$ cat src/rtl/mips_control.sv
// Main control decoder: maps instr[31:26] to registered datapath steering
// signals (register file, ALU, data memory, branch, jump).
module mips_control (
  input  logic       clk,
  input  logic       rst_n,
  input  logic [5:0] opcode,
  output logic       branch_eq,
  output logic       branch_ne,
  output logic [1:0] aluop,
  output logic       memread,
  output logic       memwrite,
  output logic       memtoreg,
  output logic       regdst,
  output logic       regwrite,
  output logic       alusrc,
  output logic       jump
);

  localparam int unsigned OP_W    = 6;
  localparam int unsigned ALUOP_W = 2;

  localparam logic [OP_W-1:0] OP_RTYPE = 6'h00;
  localparam logic [OP_W-1:0] OP_J     = 6'h02;
  localparam logic [OP_W-1:0] OP_BEQ   = 6'h04;
  localparam logic [OP_W-1:0] OP_BNE   = 6'h05;
  localparam logic [OP_W-1:0] OP_ADDI  = 6'h08;
  localparam logic [OP_W-1:0] OP_LW    = 6'h23;
  localparam logic [OP_W-1:0] OP_SW    = 6'h2B;

  localparam logic [ALUOP_W-1:0] ALUOP_ADD   = 2'b00;
  localparam logic [ALUOP_W-1:0] ALUOP_SUB   = 2'b01;
  localparam logic [ALUOP_W-1:0] ALUOP_FUNCT = 2'b10;

  logic               branch_eq_d, branch_eq_q;
  logic               branch_ne_d, branch_ne_q;
  logic [ALUOP_W-1:0] aluop_d,     aluop_q;
  logic               memread_d,   memread_q;
  logic               memwrite_d,  memwrite_q;
  logic               memtoreg_d,  memtoreg_q;
  logic               regdst_d,    regdst_q;
  logic               regwrite_d,  regwrite_q;
  logic               alusrc_d,    alusrc_q;
  logic               jump_d,      jump_q;

  // Opcode decode; unlisted or unknown (X/Z) opcodes fall to the all-zero NOP
  always_comb begin
    branch_eq_d = 1'b0;
    branch_ne_d = 1'b0;
    aluop_d     = ALUOP_ADD;
    memread_d   = 1'b0;
    memwrite_d  = 1'b0;
    memtoreg_d  = 1'b0;
    regdst_d    = 1'b0;
    regwrite_d  = 1'b0;
    alusrc_d    = 1'b0;
    jump_d      = 1'b0;
    case (opcode)
      OP_RTYPE: begin
        regdst_d   = 1'b1;
        regwrite_d = 1'b1;
        aluop_d    = ALUOP_FUNCT;
      end
      OP_LW: begin
        alusrc_d   = 1'b1;
        memtoreg_d = 1'b1;
        regwrite_d = 1'b1;
        memread_d  = 1'b1;
        aluop_d    = ALUOP_ADD;
      end
      OP_SW: begin
        alusrc_d   = 1'b1;
        memwrite_d = 1'b1;
        aluop_d    = ALUOP_ADD;
      end
      OP_BEQ: begin
        branch_eq_d = 1'b1;
        aluop_d     = ALUOP_SUB;
      end
      OP_BNE: begin
        branch_ne_d = 1'b1;
        aluop_d     = ALUOP_SUB;
      end
      OP_ADDI: begin
        alusrc_d   = 1'b1;
        regwrite_d = 1'b1;
        aluop_d    = ALUOP_ADD;
      end
      OP_J: begin
        jump_d = 1'b1;
      end
      default: begin
      end
    endcase
  end

  // Output register aligning control with the stage after decode
  always_ff @(posedge clk or negedge rst_n) begin
    if (!rst_n) begin
      branch_eq_q <= 1'b0;
      branch_ne_q <= 1'b0;
      aluop_q     <= ALUOP_ADD;
      memread_q   <= 1'b0;
      memwrite_q  <= 1'b0;
      memtoreg_q  <= 1'b0;
      regdst_q    <= 1'b0;
      regwrite_q  <= 1'b0;
      alusrc_q    <= 1'b0;
      jump_q      <= 1'b0;
    end else begin
      branch_eq_q <= branch_eq_d;
      branch_ne_q <= branch_ne_d;
      aluop_q     <= aluop_d;
      memread_q   <= memread_d;
      memwrite_q  <= memwrite_d;
      memtoreg_q  <= memtoreg_d;
      regdst_q    <= regdst_d;
      regwrite_q  <= regwrite_d;
      alusrc_q    <= alusrc_d;
      jump_q      <= jump_d;
    end
  end

  assign branch_eq = branch_eq_q;
  assign branch_ne = branch_ne_q;
  assign aluop     = aluop_q;
  assign memread   = memread_q;
  assign memwrite  = memwrite_q;
  assign memtoreg  = memtoreg_q;
  assign regdst    = regdst_q;
  assign regwrite  = regwrite_q;
  assign alusrc    = alusrc_q;
  assign jump      = jump_q;

endmodule

$ cat config.mk
export PLATFORM = sky130hd
export DESIGN_NAME = mips_control
export DESIGN_NICKNAME = d
export VERILOG_FILES = /design/src/rtl/mips_control.sv
export SDC_FILE = /design/constraint.sdc
export NUM_CORES = 1
export LEC_CHECK = 0
export CELL_PAD_IN_SITES_DETAIL_PLACEMENT = 0
export CELL_PAD_IN_SITES_GLOBAL_PLACEMENT = 1
export CORE_MARGIN = 1.5
export CORE_UTILIZATION = 27
export CTS_CLUSTER_DIAMETER = 30
export DETAILED_ROUTE_END_ITERATION = 16
export HOLD_SLACK_MARGIN = 0.02
export MAX_ROUTING_LAYER = met4
export PLACE_DENSITY = 0.77
export SLEW_MARGIN = 20
export SYNTH_ARGS = -nofsm -noshare
export SYNTH_HDL_FRONTEND = slang
export SYNTH_SLANG_ARGS = --single-unit
export TNS_END_PERCENT = 5
$ cat constraint.sdc
create_clock -name clk -period 0.9 [get_ports clk]
set_clock_uncertainty 0.15 [all_clocks]
set_input_delay 0.27 -clock clk [delete_from_list [all_inputs] [get_ports clk]]
set_output_delay 0.27 -clock clk [all_outputs]
set_load 0.02 [all_outputs]
==> out/metrics.cfg <==
[global_routing]
grt_pass1_vias=314
grt_first_pass_wirelength_mm=1.138
antenna_found_initial=0
grt_max_degree=10
grt.total_usage=0.1186
gr-total-overflow=0

[power]
p_per_area_nw_per_um2=1318
switchingPower_mw=0.1767
peakVddDrop_mv=0.4326
leakagePower_nw=0.3162
p_seq_frac=0.494
p_int_mw=0.6562
switching_share=0.2121
combPwrFrac=0.164
p_clk_frac=0.341

[critical_path]
worstSetupPathType=flip-flop to primary output
crit_path_top_delay_cell=dfrtp_1
worstPathMaxFanout=2
path_buf_inv=1
cp.arrival_ns=0.77
critPathMaxStageDelay_ns=0.37
crit_start=aluop[1]
crit_required_ns=0.48
start_kind=flip-flop
cp_top_family=flip-flops
end_kind=primary output
crit_cells=1
crit_end=aluop[1]
cp_cell_sequence=buf_2

[timing]
fin_ws_ns=-0.2936
max_slew_margin=0.8532
setup_violations=18
slew_viol_final=0
timing.final.hold_violations=0
rsz0062_at_grt=yes
fin_crit_ns=1.194
worstMarginPinSlew_ns=0.2183
fin_crit_sh=1.326
setup_tns_ns=-3.987
fmaxAchievable_mhz=837.8

[status]
violations=setup timing
status=finished, violations left

[drt]
wl_per_cell_um=11.16
num_vias=321
drc=0
postRouteAntennaNets=0
drt-initial-drc-count=3
wirelength_um=781
first_pass_iters=4
viasPerCell=4.586

[placed_design]
placed_cells=66
gp_congestion=0.7345
dpl.hpwl_um=593.5
port-buffer-count=18
dp_slack_ns=-0.8745

[hold_path]
hp-class=primary input to flip-flop
hold_path_startpoint=opcode[2]

[synth]
synth.avg_cell_area_sq_um=13.49
synth_cell_type_count=15
ys_ff_latch=9
yosysWarnings=0
synth.net_count=35
ys_seq_area_frac=0.6186
synth_area_sq_um=364.1
synthCells=27

[cts]
cts.sinks=9
root_buffer=clkbuf_4
cts_tree=done
clkTransAtPathRegs_ns=0.05
htreeDepth=1
cts_buffer_depth=2
cts_hold_buf=0
cts_buffers=3

[die]
start_util=0.2833
fp.dieH_um=39.72
die_w_um=39.72
boundaryPins=19
die_area_sq_um=1578
num_rows=13
core_sq_um=1285

[final_layout]
num-nets-final=64
fin_cells=70
drive_above_1_share=0.7273
antenna_cells=0
area_growth_pct=73.54

[flow_run]
max-cap-violations=0

worst min path at each step:
stage / end / slack (ns) / depth (start not counted)
3_3_place_gp: regwrite / 0.45 / 2
5_1_grt: aluop[1] / 0.13 / 3
6_report: aluop[1] / 0.15 / 3
4_1_cts: alusrc / 0.13 / 3
2_1_floorplan: aluop[0] / -0.18 / 0
3_5_place_dp: branch_ne / 0.45 / 2
sequential cells by signal, indices dropped and copies added, names as in the netlist:
signal	flops
branch_ne	1
memtoreg	1
jump	1
alusrc	1
regwrite	1
branch_eq	1
aluop	2
memwrite	1
power groups by stage:
stage	sequential (mW)	combinational [mW]	clock, mW
floorplan	0.426	0.0275	0
global placement	0.419	0.126	0
detailed placement	0.419	0.131	0
CTS	0.412	0.135	0.299
global route	0.412	0.146	0.319
finish	0.412	0.137	0.284
layout make-up:
type / count / area, sq um
Tap cell: 15 / 18.77
Fill cell: 131 / 653.1
Multi-Input combinational cell: 15 / 155.1
Clock buffer: 4 / 26.28
Sequential cell: 9 / 225.2
Timing Repair Buffer: 27 / 206.4
kinds of logic after synthesis:
group                  Yosys count  synth area share
AOI/OAI and AO/OA                2           0.05499
buffers and inverters            3           0.07215
DFF                              9            0.6186
and+or+nand+nor                 13            0.2543
what timing repair did:
action | 4_1_cts | 5_1_grt
resized for setup | 82 | 1
setup endpoints to repair | 20 | 19
pin swaps | 6 | 3
buffers inserted | 0 | 0
hold endpoints to repair | 0 | 0
cell usage after synthesis, drive strengths merged:
cell    n  area [sq um]
or4b    2         20.02
buf     3         26.27
or3     1         7.510
nor2    1         3.750
a211oi  2         20.02
nor3    2         10.01
or4     1         7.510
nor3b   2         15.01
dfrtp   9         225.2
nand3   1         5.000
nand4b  1         8.760
nor4    1         6.260
nor4b   1         8.760
layout by cell type, fill, tap and decap left out:
| cell type | n |
|---|---|
| dfrtp_1 | 9 |
| or4b_4 | 2 |
| nor3b_2 | 2 |
| nor3_2 | 2 |
| or4_4 | 1 |
| nand4b_1 | 1 |
| or3_2 | 1 |
| buf_4 | 8 |
| buf_2 | 12 |
| nor4b_2 | 1 |
| nor2_1 | 1 |
| buf_12 | 1 |
| clkbuf_4 | 3 |
| nor4_1 | 1 |
| clkbuf_1 | 1 |
| nand3_1 | 1 |
| buf_6 | 5 |
| clkdlybuf4s50_1 | 1 |
| a211oi_2 | 2 |
metrics by stage:
stage	utilization	hold slack [ns]	total power, mW	instance area, sq um
2_1_floorplan	-	-0.1756	0.4538	372.9
3_3_place_gp	0.4839	0.4495	0.5450	621.8
3_5_place_dp	0.4839	0.4500	0.5504	621.8
4_1_cts	0.4869	0.1284	0.8459	625.6
5_1_grt	0.4917	0.1342	0.8768	631.9
6_report	0.4917	0.1456	0.8328	631.9
per-layer routing:
metal	routed length [um]	up-vias	GRT usage
met4	0	0	0.1293
met2	438	17	0.2090
met5	0	-	-
met1	262	148	0.09929
met3	80	0	0.01705
li1	-	156	-
No activity file was read; power rests on OpenSTA's default activity.
